==> src/rtl/neopixel_strip_driver.sv <==
// -----------------------------------------------------------------------------
// neopixel_strip_driver
//
// Parametrised WS2812 strip driver. A NUM_PIXELS x 24-bit frame buffer is
// written one pixel per load while idle. On go, every pixel is scaled by a
// global brightness (sampled once per frame) and sent GRB, MSB first, on a
// single data line. A latch gap follows. With AUTO_REFRESH set, the frame is
// re-sent continuously until reset.
//
// Ports
//   CLOCK_50       in   1      system clock, all logic on rising edge
//   reset          in   1      synchronous, active-high
//   pixel          in   IDX_W  buffer index for load
//   red/green/blue in   8      colour written on load
//   brightness     in   8      global scale, sampled at frame start
//   load           in   1      write {red,green,blue} to buffer[pixel]
//   go             in   1      request one frame transmission
//   neopixel_data  out  1      serial WS2812 line
//   ready          out  1      high while idle (load/go accepted)
// -----------------------------------------------------------------------------
module neopixel_strip_driver #(
    parameter int NUM_PIXELS   = 8,
    parameter int T0H_CYCLES   = 20,
    parameter int T1H_CYCLES   = 40,
    parameter int BIT_CYCLES   = 63,
    parameter int RESET_CYCLES = 3000,
    parameter int AUTO_REFRESH = 0,
    localparam int IDX_W = (NUM_PIXELS > 1) ? $clog2(NUM_PIXELS) : 1
) (
    input  logic             CLOCK_50,
    input  logic             reset,
    input  logic [IDX_W-1:0] pixel,
    input  logic [7:0]       red,
    input  logic [7:0]       green,
    input  logic [7:0]       blue,
    input  logic [7:0]       brightness,
    input  logic             load,
    input  logic             go,
    output logic             neopixel_data,
    output logic             ready
);

    // One counter serves both the per-bit timer and the latch-gap timer.
    localparam int CNT_MAX = (RESET_CYCLES > BIT_CYCLES) ? RESET_CYCLES : BIT_CYCLES;
    localparam int CNT_W   = $clog2(CNT_MAX + 1);

    localparam logic [CNT_W-1:0] LP_T0H_LAST = CNT_W'(T0H_CYCLES - 1);
    localparam logic [CNT_W-1:0] LP_T1H_LAST = CNT_W'(T1H_CYCLES - 1);
    localparam logic [CNT_W-1:0] LP_BIT_LAST = CNT_W'(BIT_CYCLES - 1);
    localparam logic [CNT_W-1:0] LP_GAP_LAST = CNT_W'(RESET_CYCLES - 1);

    localparam logic [IDX_W:0]   LP_NUM_PIX  = (IDX_W + 1)'(NUM_PIXELS);
    localparam logic [IDX_W-1:0] LP_LAST_PIX = IDX_W'(NUM_PIXELS - 1);

    typedef enum logic [2:0] {
        S_IDLE,
        S_FETCH,
        S_BIT_HIGH,
        S_BIT_LOW,
        S_GAP
    } state_t;

    state_t           r_state;
    state_t           w_state_next;

    logic [23:0]      r_buf [NUM_PIXELS];   // stored as {r, g, b}
    logic [23:0]      r_shift;              // word being sent, {g', r', b'}
    logic [23:0]      r_next_word;          // scaled word of the following pixel
    logic [7:0]       r_bright;
    logic [CNT_W-1:0] r_cnt;
    logic [4:0]       r_bit;
    logic [IDX_W-1:0] r_pix;
    logic             r_data;
    logic             r_ready;

    logic             w_last_pix;
    logic [IDX_W-1:0] w_next_idx;
    logic [23:0]      w_scale_src;
    logic [7:0]       w_scale_b;
    logic [23:0]      w_scaled;
    logic [CNT_W-1:0] w_high_last;
    logic             w_bit_done;
    logic             w_gap_done;
    logic             w_load_ok;

    // out = (c * (b + 1)) >> 8 : b = 255 passes c through, b = 0 blanks it.
    function automatic logic [7:0] scale8(input logic [7:0] c, input logic [7:0] b);
        logic [15:0] prod;
        prod = 16'(c) * (16'(b) + 16'd1);
        return prod[15:8];
    endfunction

    assign w_last_pix = (r_pix == LP_LAST_PIX);
    assign w_next_idx = w_last_pix ? '0 : r_pix + IDX_W'(1);

    // A single scaler is shared: in FETCH it produces pixel 0 from the live
    // brightness input; while bits are streaming it prepares the next pixel
    // from the latched brightness, so pixel boundaries need no extra cycle.
    assign w_scale_src = (r_state == S_FETCH) ? r_buf[0]   : r_buf[w_next_idx];
    assign w_scale_b   = (r_state == S_FETCH) ? brightness : r_bright;
    assign w_scaled    = {scale8(w_scale_src[15:8],  w_scale_b),
                          scale8(w_scale_src[23:16], w_scale_b),
                          scale8(w_scale_src[7:0],   w_scale_b)};

    assign w_high_last = r_shift[23] ? LP_T1H_LAST : LP_T0H_LAST;

    // Out-of-range indices are dropped rather than aliased onto a real pixel.
    assign w_load_ok = (r_state == S_IDLE) && load && ({1'b0, pixel} < LP_NUM_PIX);

    // Next-state logic.
    always_comb begin
        // NOTE: every signal gets a default before the case so that no path
        // leaves it unassigned; otherwise synthesis infers a latch.
        w_state_next = r_state;
        w_bit_done   = 1'b0;
        w_gap_done   = 1'b0;
        case (r_state)
            S_IDLE: begin
                if (go) w_state_next = S_FETCH;
            end
            S_FETCH: begin
                w_state_next = S_BIT_HIGH;
            end
            S_BIT_HIGH: begin
                if (r_cnt == w_high_last) w_state_next = S_BIT_LOW;
            end
            S_BIT_LOW: begin
                // The counter runs across both phases, so the bit always ends
                // at BIT_CYCLES regardless of its high time.
                if (r_cnt == LP_BIT_LAST) begin
                    w_bit_done = 1'b1;
                    if (r_bit == 5'd23 && w_last_pix) w_state_next = S_GAP;
                    else                              w_state_next = S_BIT_HIGH;
                end
            end
            S_GAP: begin
                if (r_cnt == LP_GAP_LAST) begin
                    w_gap_done   = 1'b1;
                    w_state_next = (AUTO_REFRESH != 0) ? S_FETCH : S_IDLE;
                end
            end
            default: begin
                w_state_next = S_IDLE;
            end
        endcase
    end

    // State register, datapath and frame buffer.
    always_ff @(posedge CLOCK_50) begin
        // NOTE: clocked state uses non-blocking assignments so every register
        // samples the values from before this edge, independent of order.
        if (reset) begin
            r_state     <= S_IDLE;
            r_data      <= 1'b0;
            r_ready     <= 1'b1;
            r_bright    <= 8'hFF;
            r_cnt       <= '0;
            r_bit       <= '0;
            r_pix       <= '0;
            r_shift     <= '0;
            r_next_word <= '0;
            // NOTE: the buffer is a register array rather than a RAM, because
            // reset must blank every pixel; a RAM macro could not be cleared
            // in one cycle.
            for (int i = 0; i < NUM_PIXELS; i++) begin
                r_buf[i] <= '0;
            end
        end else begin
            r_state <= w_state_next;
            // Outputs are registered from the next state so they change on
            // the same edge as the state and never glitch on the pin.
            r_data  <= (w_state_next == S_BIT_HIGH);
            r_ready <= (w_state_next == S_IDLE);

            if (w_load_ok) begin
                r_buf[pixel] <= {red, green, blue};
            end

            case (r_state)
                S_IDLE: begin
                    r_cnt <= '0;
                    r_bit <= '0;
                    r_pix <= '0;
                end
                S_FETCH: begin
                    r_bright <= brightness;
                    r_shift  <= w_scaled;
                    r_cnt    <= '0;
                    r_bit    <= '0;
                    r_pix    <= '0;
                end
                S_BIT_HIGH: begin
                    r_cnt       <= r_cnt + CNT_W'(1);
                    r_next_word <= w_scaled;
                end
                S_BIT_LOW: begin
                    r_next_word <= w_scaled;
                    if (w_bit_done) begin
                        r_cnt <= '0;
                        if (r_bit == 5'd23) begin
                            r_bit   <= '0;
                            r_pix   <= w_next_idx;
                            r_shift <= r_next_word;
                        end else begin
                            r_bit   <= r_bit + 5'd1;
                            r_shift <= {r_shift[22:0], 1'b0};
                        end
                    end else begin
                        r_cnt <= r_cnt + CNT_W'(1);
                    end
                end
                S_GAP: begin
                    if (w_gap_done) r_cnt <= '0;
                    else            r_cnt <= r_cnt + CNT_W'(1);
                end
                default: begin
                    r_cnt <= '0;
                end
            endcase
        end
    end

    assign neopixel_data = r_data;
    assign ready         = r_ready;

endmodule
==> config.mk <==
export PLATFORM = sky130hd
export DESIGN_NAME = neopixel_strip_driver
export DESIGN_NICKNAME = d
export VERILOG_FILES = /design/src/rtl/neopixel_strip_driver.sv
export SDC_FILE = /design/constraint.sdc
export NUM_CORES = 1
export LEC_CHECK = 0
export BUFFER_PORTS_ARGS = -buffer_cell sky130_fd_sc_hd__clkbuf_2
export CORE_MARGIN = 2
export CORE_UTILIZATION = 64
export DETAILED_ROUTE_END_ITERATION = 7
export PLACE_DENSITY = 0.81
export SLEW_MARGIN = 0
export SYNTH_ARGS = -nofsm -noshare
export SYNTH_HDL_FRONTEND = slang
export SYNTH_SLANG_ARGS = --single-unit
==> constraint.sdc <==
create_clock -name CLOCK_50 -period 8.5 [get_ports CLOCK_50]
set_input_delay 0.85 -clock CLOCK_50 [delete_from_list [all_inputs] [get_ports CLOCK_50]]
set_output_delay 0.85 -clock CLOCK_50 [all_outputs]
set_load 0.02 [all_outputs]
==> flow_metrics.tcl, run 1 <==
set metrics [dict create \
    mappedNetlistNets 2035 \
    path_clk_slew_ns 0.06 \
    fmax_mhz 139 \
    cts_root_buf "clkbuf_16" \
    path_max_fanout 19 \
    synthCells 1774 \
    relSlewSlack_pct 32.1 \
    cts_tree "done" \
    clock_insertion_delay_worst_skew_ns 0.58 \
    ctsHtreeMaxLevel 1 \
    tritoncts_num_sinks 273 \
    antenna_cells 0 \
    die_area_mm2 0.0306 \
    critical_path_buffer_and_inverter_count 5 \
    antenna_violating_nets_post_route 0 \
    vdd_drop_max_mv 0.194 \
    yosys_warnings 0 \
    cap_violations 0 \
    totalNegativeSetupSlack_ns 0 \
    cpPeakStageDelay_ns 0.61 \
    grt_first_pass_wirelength_um 70800 \
    hpwl_um 29400 \
    top_level_ports 41 \
    rsz_0062_raised_after_global_routing "false" \
    grt_pass1_vias 13600 \
    p_per_area_mw_per_mm2 253 \
    post_route_worst_hold_slack_ns 0.460 \
    tritoncts.num_buffers 28 \
    totalPowerFinal_mw 5.15 \
    path_type_of_the_worst_setup_path "reg -> reg" \
    sequential_cell_area_fraction_in_the_yosys_report_pct 39.5 \
    postCtsSetupRepairBufs 0 \
    hold_bufs_at_cts 0 \
    area_growth_pct 8.86 \
    rows 62 \
    die_w_um 175 \
    timing.final.setup_violations 0 \
    crit_required_ns 9.00 \
    asyncSetResetFlopFracSynth_pct 0 \
    cp_top_family "adder cells" \
    critPathLaunchType "register" \
    finalClockSkew_ns 0.0351 \
    detailedRoute.firstPassIterationCount 5 \
    fillers 2081 \
    post-route-min-period_ns 7.20 \
    status "finished, final reports clean" \
    viasPerCell 5.98 \
    leakage_nw 8.53 \
    area_of_the_placeable_core_mm2 0.0287 \
    global_route.usage.total_pct 29.5 \
    synth.cell_area_mm2 0.0187 \
    routed_wl_um 43500 \
    cp_data_arrival_time_ns 7.70 \
    synth_enable_flop_cells 192 \
    cpMaxStageDelayCell "nor3_1" \
    die_height_um 175 \
    wl_per_cell_um 19.8 \
    gr-total-overflow 0 \
    dominant_cell_type_by_count_on_the_critical_path "fa_1" \
    start_util_pct 65.1 \
    yosys_most_used_dff "edfxtp_1" \
    drc 0 \
    gpl.final_weighted_congestion 0.914 \
    detailedRoute.firstIterationViolations 1066 \
    synth_cell_type_count 65 \
    multi_input_comb_area_mm2 0.0104 \
    hold_class "reg -> reg" \
    cts_buffer_depth 3 \
    timing_worst_slew_pin_value_ns 1.02 \
    layout-drive-gt1-share_pct 13.3 \
    critPathCaptureType "register" \
    ys_seq_elements 273 \
    final_min_period_over_clock_period_pct 84.7 \
    syn_area_per_cell_um2 10.5 \
    area.sequential_mm2 0.00739 \
    post_cts_resized 0 \
    report.final.slew_viol_count 0 \
    buffer_ports.inserted 40 \
    utilization_pct 70.9 \
    grt_start_max_net_pins 83 \
    grt_antenna_before_repair 0 \
    vias 13200 \
    nets 2059 \
    report.final.hold_viol_count 0 \
]
[flip-flops by register name, indices dropped and copies added, names as in the netlist]
signal	count
r_buf	192
r_next_word	24
r_shift	24
r_cnt	12
r_bright	8
r_bit	5
r_pix	3
r_state	3
neopixel_data	1
ready	1
[worst min-delay path, stage by stage (launching register included)]
cell and delay, ns:
dfxtp_1 0.31, nand2_1 0.05, a21oi_1 0.05
[cells by family after synthesis]
kind of cell	synth area share, %
mux	7.71
flops	39.5
buf+inv	5.07
xor+xnor	2.34
fa+ha+maj	19.7
simple gates	19.8
compound gates	5.83
[per-layer routing]
metal  wire length [µm]  global-route usage (%)  vias to the layer above  part of all wire, %
met2              21500                    50.1                      487                   49
met5                  0                       0                        -                    0
met3               2790                    4.00                      116                  6.4
li1                   -                       -                     6041                    -
met4               1630                    10.9                        0                  3.8
met1              17700                    38.9                     6530                   41
[cells in the mapped netlist (all sizes together), types with 4 or more instances]
master / instances / share of area (%)
and2: 198 / 6.6
mux2i: 37 / 2.0
clkbuf: 75 / 1.5
buf: 13 / 0.39
or2: 51 / 1.7
nand2b: 22 / 0.74
nor4: 4 / 0.13
a21oi: 70 / 1.9
nand2: 96 / 1.9
mux4: 47 / 5.7
nor2: 234 / 4.7
nand3b: 11 / 0.44
inv: 157 / 3.2
a31oi: 6 / 0.28
xnor2: 28 / 1.3
nand4b: 5 / 0.23
o21ai: 46 / 1.2
or2b: 6 / 0.24
ha: 102 / 6.8
fa: 120 / 13
a211oi: 23 / 0.92
a21o: 9 / 0.36
dfxtp: 81 / 8.7
and3: 6 / 0.20
nor2b: 7 / 0.23
edfxtp: 192 / 31
xor2: 22 / 1.0
nor3: 20 / 0.54
nand4: 24 / 0.80
nand3: 22 / 0.59
or4: 4 / 0.18
[cells in the final DEF (no fill, tap or decap), drive strengths merged, types with 47 or more instances in the layout]
cell,synthesis,routed
a21oi,70,70
and2,198,198
clkbuf,75,70
dfxtp,81,81
edfxtp,192,192
fa,120,120
ha,102,102
inv,157,158
mux4,47,47
nand2,96,96
nor2,234,234
or2,51,51
[power by group]
| part | internal [mW] | switching (mW) | total, mW |
|---|---|---|---|
| registers | 1.53 | 0.0517 | 1.58 |
| logic | 0.917 | 1.40 | 2.31 |
| clock network | 0.726 | 0.529 | 1.26 |
[through the flow]
| stage | area (µm²) | instances | worst slack [ns] |
|---|---|---|---|
| after floorplan | 18700 | 1774 | 1.56 |
| after global placement | 19400 | 2152 | 1.54 |
| after detailed placement | 19400 | 2152 | 1.43 |
| after CTS | 20300 | 2204 | 1.39 |
| after global routing | 20300 | 2204 | 0.910 |
| final | 20300 | 2204 | 1.30 |
[final timing paths]
check / to / slack (ns) / from / depth (start not counted)
worst max-delay path: r_next_word[22] / 1.30 / r_state[0] / 25
worst min-delay path: r_next_word[3] / 0.46 / r_next_word[3] / 2
worst max register to register: r_next_word[22] / 1.30 / r_state[0] / 25
worst min register to register: r_next_word[3] / 0.46 / r_next_word[3] / 2
[cell type report]
cell class | instances | share of cell area (%)
Clock buffer | 30 | 3.48
Sequential cell | 273 | 36.3
Timing Repair Buffer | 82 | 2.60
Multi-Input combinational cell | 1255 | 51.2
Clock inverter | 22 | 1.14
Tap cell | 384 | 2.36
Inverter | 158 | 2.91
No activity file was read; power rests on OpenSTA's default activity.
==> run 2: changes to the inputs <==
--- a/config.mk
+++ b/config.mk
@@ -5,6 +5,7 @@
 export SDC_FILE = /design/constraint.sdc
 export NUM_CORES = 1
 export LEC_CHECK = 0
+export ABC_AREA = 1
 export BUFFER_PORTS_ARGS = -buffer_cell sky130_fd_sc_hd__clkbuf_2
 export CORE_MARGIN = 2
 export CORE_UTILIZATION = 64
==> constraint.sdc (replaced) <==
create_clock -name CLOCK_50 -period 7.3 [get_ports CLOCK_50]
set_input_delay 0.73 -clock CLOCK_50 [delete_from_list [all_inputs] [get_ports CLOCK_50]]
set_output_delay 0.73 -clock CLOCK_50 [all_outputs]
set_load 0.02 [all_outputs]
==> run 2 against run 1 <==
Synthesized cell count increased by 30%. Fmax increased by 7.6%. Critical path depth grew 3. Sequential share of layout area shrank 0.44 points. Worst setup slack got worse by 0.69 ns. Register-to-register slack worse by 0.69 ns.
==> flow_metrics.tcl, run 2 <==
set metrics [dict create \
    post-route-min-period_ns 6.69 \
    vias 16200 \
    post_cts_resized 0 \
    tritoncts.num_buffers 29 \
    synth_enable_flop_cells 192 \
    grt_pass1_vias 15800 \
    wl_per_cell_um 18.5 \
    grt_start_max_net_pins 65 \
    area.sequential_mm2 0.00739 \
    routed_wl_um 50700 \
    hpwl_um 35100 \
    drc 0 \
    report.final.hold_viol_count 0 \
    cp_data_arrival_time_ns 7.11 \
    nets 2591 \
    yosys_warnings 0 \
    start_util_pct 64.6 \
    regMostFlops "r_buf" \
    timing.final.setup_violations 0 \
    final_min_period_over_clock_period_pct 91.7 \
    synthDominantCellAreaShare_pct 30.3 \
    fillers 2331 \
    postCtsSetupRepairBufs 0 \
    crit_required_ns 7.71 \
    path_clk_slew_ns 0.06 \
    synth_cell_type_count 48 \
    worst_reg2reg_path_length_in_cells 28 \
    layout-drive-gt1-share_pct 7.44 \
    die_height_um 177 \
    timing.critical_path.depth 28 \
    die_w_um 177 \
    critPathLaunchType "register" \
    yosys-top-cells-area "edfxtp_1 (30%), fa_1 (13%), nand2_1 (8.7%), dfxtp_1 (8.5%), nor2_1 (8.3%)" \
    clock_insertion_delay_worst_skew_ns 0.57 \
    viasPerCell 5.90 \
    area_of_the_placeable_core_mm2 0.0295 \
    relSlewSlack_pct 22.7 \
    rows 63 \
    cts_root_buf "clkbuf_16" \
    hold_class "reg -> reg" \
    detailedRoute.firstPassIterationCount 6 \
    dominant_cell_type_by_count_on_the_critical_path "nand2_1" \
    cp_top_family "adder cells" \
    layout.cells.most_common_list "nand2_1 (440), nor2_1 (423), inv_1 (318)" \
    largest_register_ff_count 192 \
    cts_buffer_depth 3 \
    sequential_cell_area_fraction_in_the_yosys_report_pct 38.8 \
    ys_top_cells_by_count "nand2_1 (440), nor2_1 (423), inv_1 (318)" \
    largestRegisters "r_buf (192), r_next_word (24), r_shift (24)" \
    rsz_0062_raised_after_global_routing "false" \
    tritoncts_num_sinks 273 \
    antenna_violating_nets_post_route 0 \
    hold_bufs_at_cts 0 \
    layout.cells.most_common "nand2_1" \
    report.final.slew_viol_count 0 \
    die_area_mm2 0.0312 \
    timing_worst_slew_pin_value_ns 1.15 \
    finalClockSkew_ns 0.00880 \
    synthMostInstantiatedCell "nand2_1" \
    cpPeakStageDelay_ns 0.55 \
    preCtsSetupSlack_ns 0.708 \
    asyncSetResetFlopFracSynth_pct 0 \
    cap_violations 0 \
    mappedNetlistNets 2572 \
    totalNegativeSetupSlack_ns 0 \
    buffer_ports.inserted 40 \
    ys_seq_elements 273 \
    gr-total-overflow 0 \
    gpl.final_weighted_congestion 0.956 \
    multi_input_comb_area_mm2 0.0100 \
    path_max_fanout 64 \
    min_delay_path_depth 2 \
    cpMaxStageDelayCell "fa_1" \
    critPathCaptureType "register" \
    grt_first_pass_wirelength_um 80800 \
    worst_setup_margin_ns 0.605 \
    top_level_ports 41 \
    fmax_mhz 149 \
    antenna_cells 0 \
    syn_area_per_cell_um2 8.24 \
    cts_tree "done" \
    critical_path_buffer_and_inverter_count 5 \
    detailedRoute.firstIterationViolations 1672 \
    area_growth_pct 8.10 \
    global_route.usage.total_pct 33.0 \
    grt_antenna_before_repair 0 \
    synth_top_area_cell "edfxtp_1" \
    status "finished, final reports clean" \
    path_type_of_the_worst_setup_path "reg -> reg" \
    synthCells 2311 \
    yosys_most_used_dff "edfxtp_1" \
    synth.cell_area_mm2 0.0191 \
    ctsHtreeMaxLevel 1 \
]
-- run 2: final timing paths --
| kind | start | end | slack, ns |
|---|---|---|---|
| max | r_pix[0] | r_shift[15] | 0.61 |
| min | r_shift[10] | r_shift[10] | 0.47 |
| max reg2reg | r_pix[0] | r_shift[15] | 0.61 |
| min reg2reg | r_shift[10] | r_shift[10] | 0.47 |
-- run 2: final cells by class --
| cell class | instances | share of cell area (%) |
|---|---|---|
| multi-input cells | 1610 | 48.6 |
| repair buffers | 86 | 2.71 |
| clock buffers | 33 | 3.60 |
| clock inverters | 19 | 0.796 |
| flip-flops and latches | 273 | 35.9 |
| inverters | 330 | 6.01 |
| well taps | 390 | 2.37 |
-- run 2: kinds of logic after synthesis --
kind of cell	share of synthesized area, %
buffers and inverters	8.68
xor gates and xnor gates	1.18
DFF	38.8
AOI/OAI and AO/OA	8.88
adders and majority gates	19.3
and+or+nand+nor	23.2
-- run 2: stage by stage --
step                hold WS [ns]  instance area [µm²]  util (%)  instances
detailed placement         0.453                19700      66.8       2689
finish                     0.465                20600      69.9       2741
CTS                        0.462                20600      69.9       2741
global placement           0.449                19700      66.8       2689
floorplan                  0.441                19100         -       2311
global route               0.480                20600      69.9       2741
-- run 2: layer usage --
metal	GRT usage (%)	wire length, µm	vias to the layer above
met5	0	0	-
met4	13.0	1950	0
met3	4.18	4740	160
met2	57.1	24600	890
met1	42.2	19400	7638
li1	-	-	7474
-- run 2: worst reg2reg max path, delay by kind of cell (launching register included) --
family          cells  cell delay (ns)
compound gates      6             1.51
buf+inv             5             0.60
fa+ha+maj           7             2.62
simple gates       10             1.38
flops               1             0.41
Power of run 2 is not shown: default switching activity piles up to over one toggle a cycle in this logic, so the estimate is an artifact.
==> run 3: changes to the inputs <==
--- a/config.mk
+++ b/config.mk
@@ -7,8 +7,9 @@
 export LEC_CHECK = 0
 export ABC_AREA = 1
 export BUFFER_PORTS_ARGS = -buffer_cell sky130_fd_sc_hd__clkbuf_2
-export CORE_MARGIN = 2
+export CORE_MARGIN = 3
 export CORE_UTILIZATION = 64
+export CTS_BUF_LIST = sky130_fd_sc_hd__clkbuf_16
 export DETAILED_ROUTE_END_ITERATION = 7
 export PLACE_DENSITY = 0.81
 export SLEW_MARGIN = 0
==> run 3 against run 2 <==
Via count shrank 0.80%. Hold slack is essentially flat. Highest routed layer unchanged. Final cell count shrank 0.55%. Fmax shrank 1.3%. Critical endpoint unchanged.
==> flow_metrics.tcl, run 3 (synthesis results as in run 2) <==
set metrics [dict create \
    path_max_fanout 68 \
    report.final.hold_viol_count 0 \
    launching_instance_or_port_of_the_critical_path "r_pix[0]" \
    path_type_of_the_worst_setup_path "reg -> reg" \
    global_route.usage.total_pct 31.9 \
    grt_antenna_before_repair 0 \
    start_util_pct 65.7 \
    layout.cells.most_common "nand2_1" \
    rows 62 \
    area_of_the_placeable_core_mm2 0.0290 \
    die_area_mm2 0.0319 \
    vias 16000 \
    hold_class "reg -> reg" \
    routed_wl_um 50300 \
    cp_data_arrival_time_ns 7.18 \
    hold_bufs_at_cts 0 \
    critPathLaunchType "register" \
    fmax_mhz 147 \
    cpPeakStageDelay_ns 0.56 \
    largest_register_ff_count 192 \
    layout.cells.most_common_list "nand2_1 (440), nor2_1 (423), inv_1 (325)" \
    cts_buffer_depth 3 \
    cts_tree "done" \
    antenna_cells 0 \
    status "finished, final reports clean" \
    tritoncts_num_sinks 273 \
    die_height_um 179 \
    layout-drive-gt1-share_pct 7.09 \
    critical_path.endpoint "r_shift[15]" \
    clock_insertion_delay_worst_skew_ns 0.59 \
    antenna_violating_nets_post_route 0 \
    post_cts_resized 0 \
    rsz_0062_raised_after_global_routing "false" \
    area_growth_pct 7.73 \
    tritoncts.num_buffers 28 \
    r2r_slack_ns 0.52 \
    cap_violations 0 \
    detailedRoute.firstPassIterationCount 6 \
    gpl.final_weighted_congestion 0.984 \
    finalClockSkew_ns 0.0484 \
    grt_pass1_vias 15700 \
    fillers 2254 \
    grt_start_max_net_pins 98 \
    largestRegisters "r_buf (192), r_next_word (24), r_shift (24)" \
    critPathCaptureType "register" \
    cts_root_buf "clkbuf_16" \
    postCtsSetupRepairBufs 0 \
    timing_worst_slew_pin_value_ns 1.29 \
    timing.final.setup_violations 0 \
    top_level_ports 41 \
    path_clk_slew_ns 0.06 \
    detailedRoute.firstIterationViolations 1686 \
    crit-reg2reg-launch "r_pix[0]" \
    drc 0 \
    regMostFlops "r_buf" \
    hpwl_um 34400 \
    cpMaxStageDelayCell "nand2_4" \
    wl_per_cell_um 18.4 \
    totalNegativeSetupSlack_ns 0 \
    nets 2582 \
    die_w_um 179 \
    crit_required_ns 7.70 \
    gr-total-overflow 0 \
    buffer_ports.inserted 40 \
    final_min_period_over_clock_period_pct 92.9 \
    report.final.slew_viol_count 0 \
    post-route-min-period_ns 6.78 \
    crit-reg2reg-capture "r_shift[15]" \
    relSlewSlack_pct 13.6 \
    worst_reg2reg_path_length_in_cells 29 \
    ctsHtreeMaxLevel 1 \
    grt_first_pass_wirelength_um 79900 \
    viasPerCell 5.88 \
]
-- run 3: cell count changes in the layout (fill, tap and decap cells not counted), moves of 3 or more --
cell / before / now
buf_4: 45 / 37
clkbuf_1: 4 / 0
clkinv_1: 9 / 6
inv_1: 318 / 325
clkinv_2: 5 / 8
-- run 3: metrics by stage --
stage / setup WS, ns / area (µm²) / hold WS, ns / utilization [%] / std cells
2_1_floorplan: 1.22 / 19100 / 0.441 / - / 2311
3_3_place_gp: 0.738 / 19600 / 0.452 / 67.6 / 2675
3_5_place_dp: 0.614 / 19600 / 0.459 / 67.6 / 2675
4_1_cts: 0.588 / 20500 / 0.462 / 70.7 / 2726
5_1_grt: 0.0291 / 20500 / 0.488 / 70.7 / 2726
6_report: 0.519 / 20500 / 0.465 / 70.7 / 2726
-- run 3: area by class of cell --
type                    count  area (µm²)  area share, %
repair buffers             78         498           2.43
inverters                 330        1240           6.03
well taps                 384         480           2.34
flip-flops and latches    273        7390           36.0
clock inverters            23         201          0.981
multi-input cells        1610       10000           48.8
clock buffers              28         701           3.41
-- run 3: how the worst min path moves through the flow --
stage,from,to,slack (ns),cells after the start
after floorplan,r_shift[5],r_shift[5],0.44,2
after global placement,r_shift[16],r_shift[16],0.45,2
after detailed placement,r_shift[5],r_shift[5],0.46,2
after CTS,brightness[6],r_bright[6],0.46,3
after global routing,r_shift[22],r_shift[22],0.49,2
final,r_shift[5],r_shift[5],0.47,2
-- run 3: worst max-delay path: cells and delay by family, from the launching register on --
kind	cells	cell delay [ns]
adder cells (fa/ha/maj)	7	2.53
AND/OR/NAND/NOR	9	1.23
AO/OA/AOI/OAI	7	1.61
buffers and inverters	6	0.80
flip-flops	1	0.40
-- run 3: routing by layer --
| metal | track usage (%) | vias up | share of wire, % |
|---|---|---|---|
| met4 | 10.6 | 0 | 3.1 |
| met2 | 54.7 | 814 | 48 |
| met5 | 0 | - | 0 |
| met1 | 41.7 | 7620 | 39 |
| li1 | - | 7458 | - |
| met3 | 4.64 | 140 | 9.4 |
Power of run 3 is left out for the same reason.
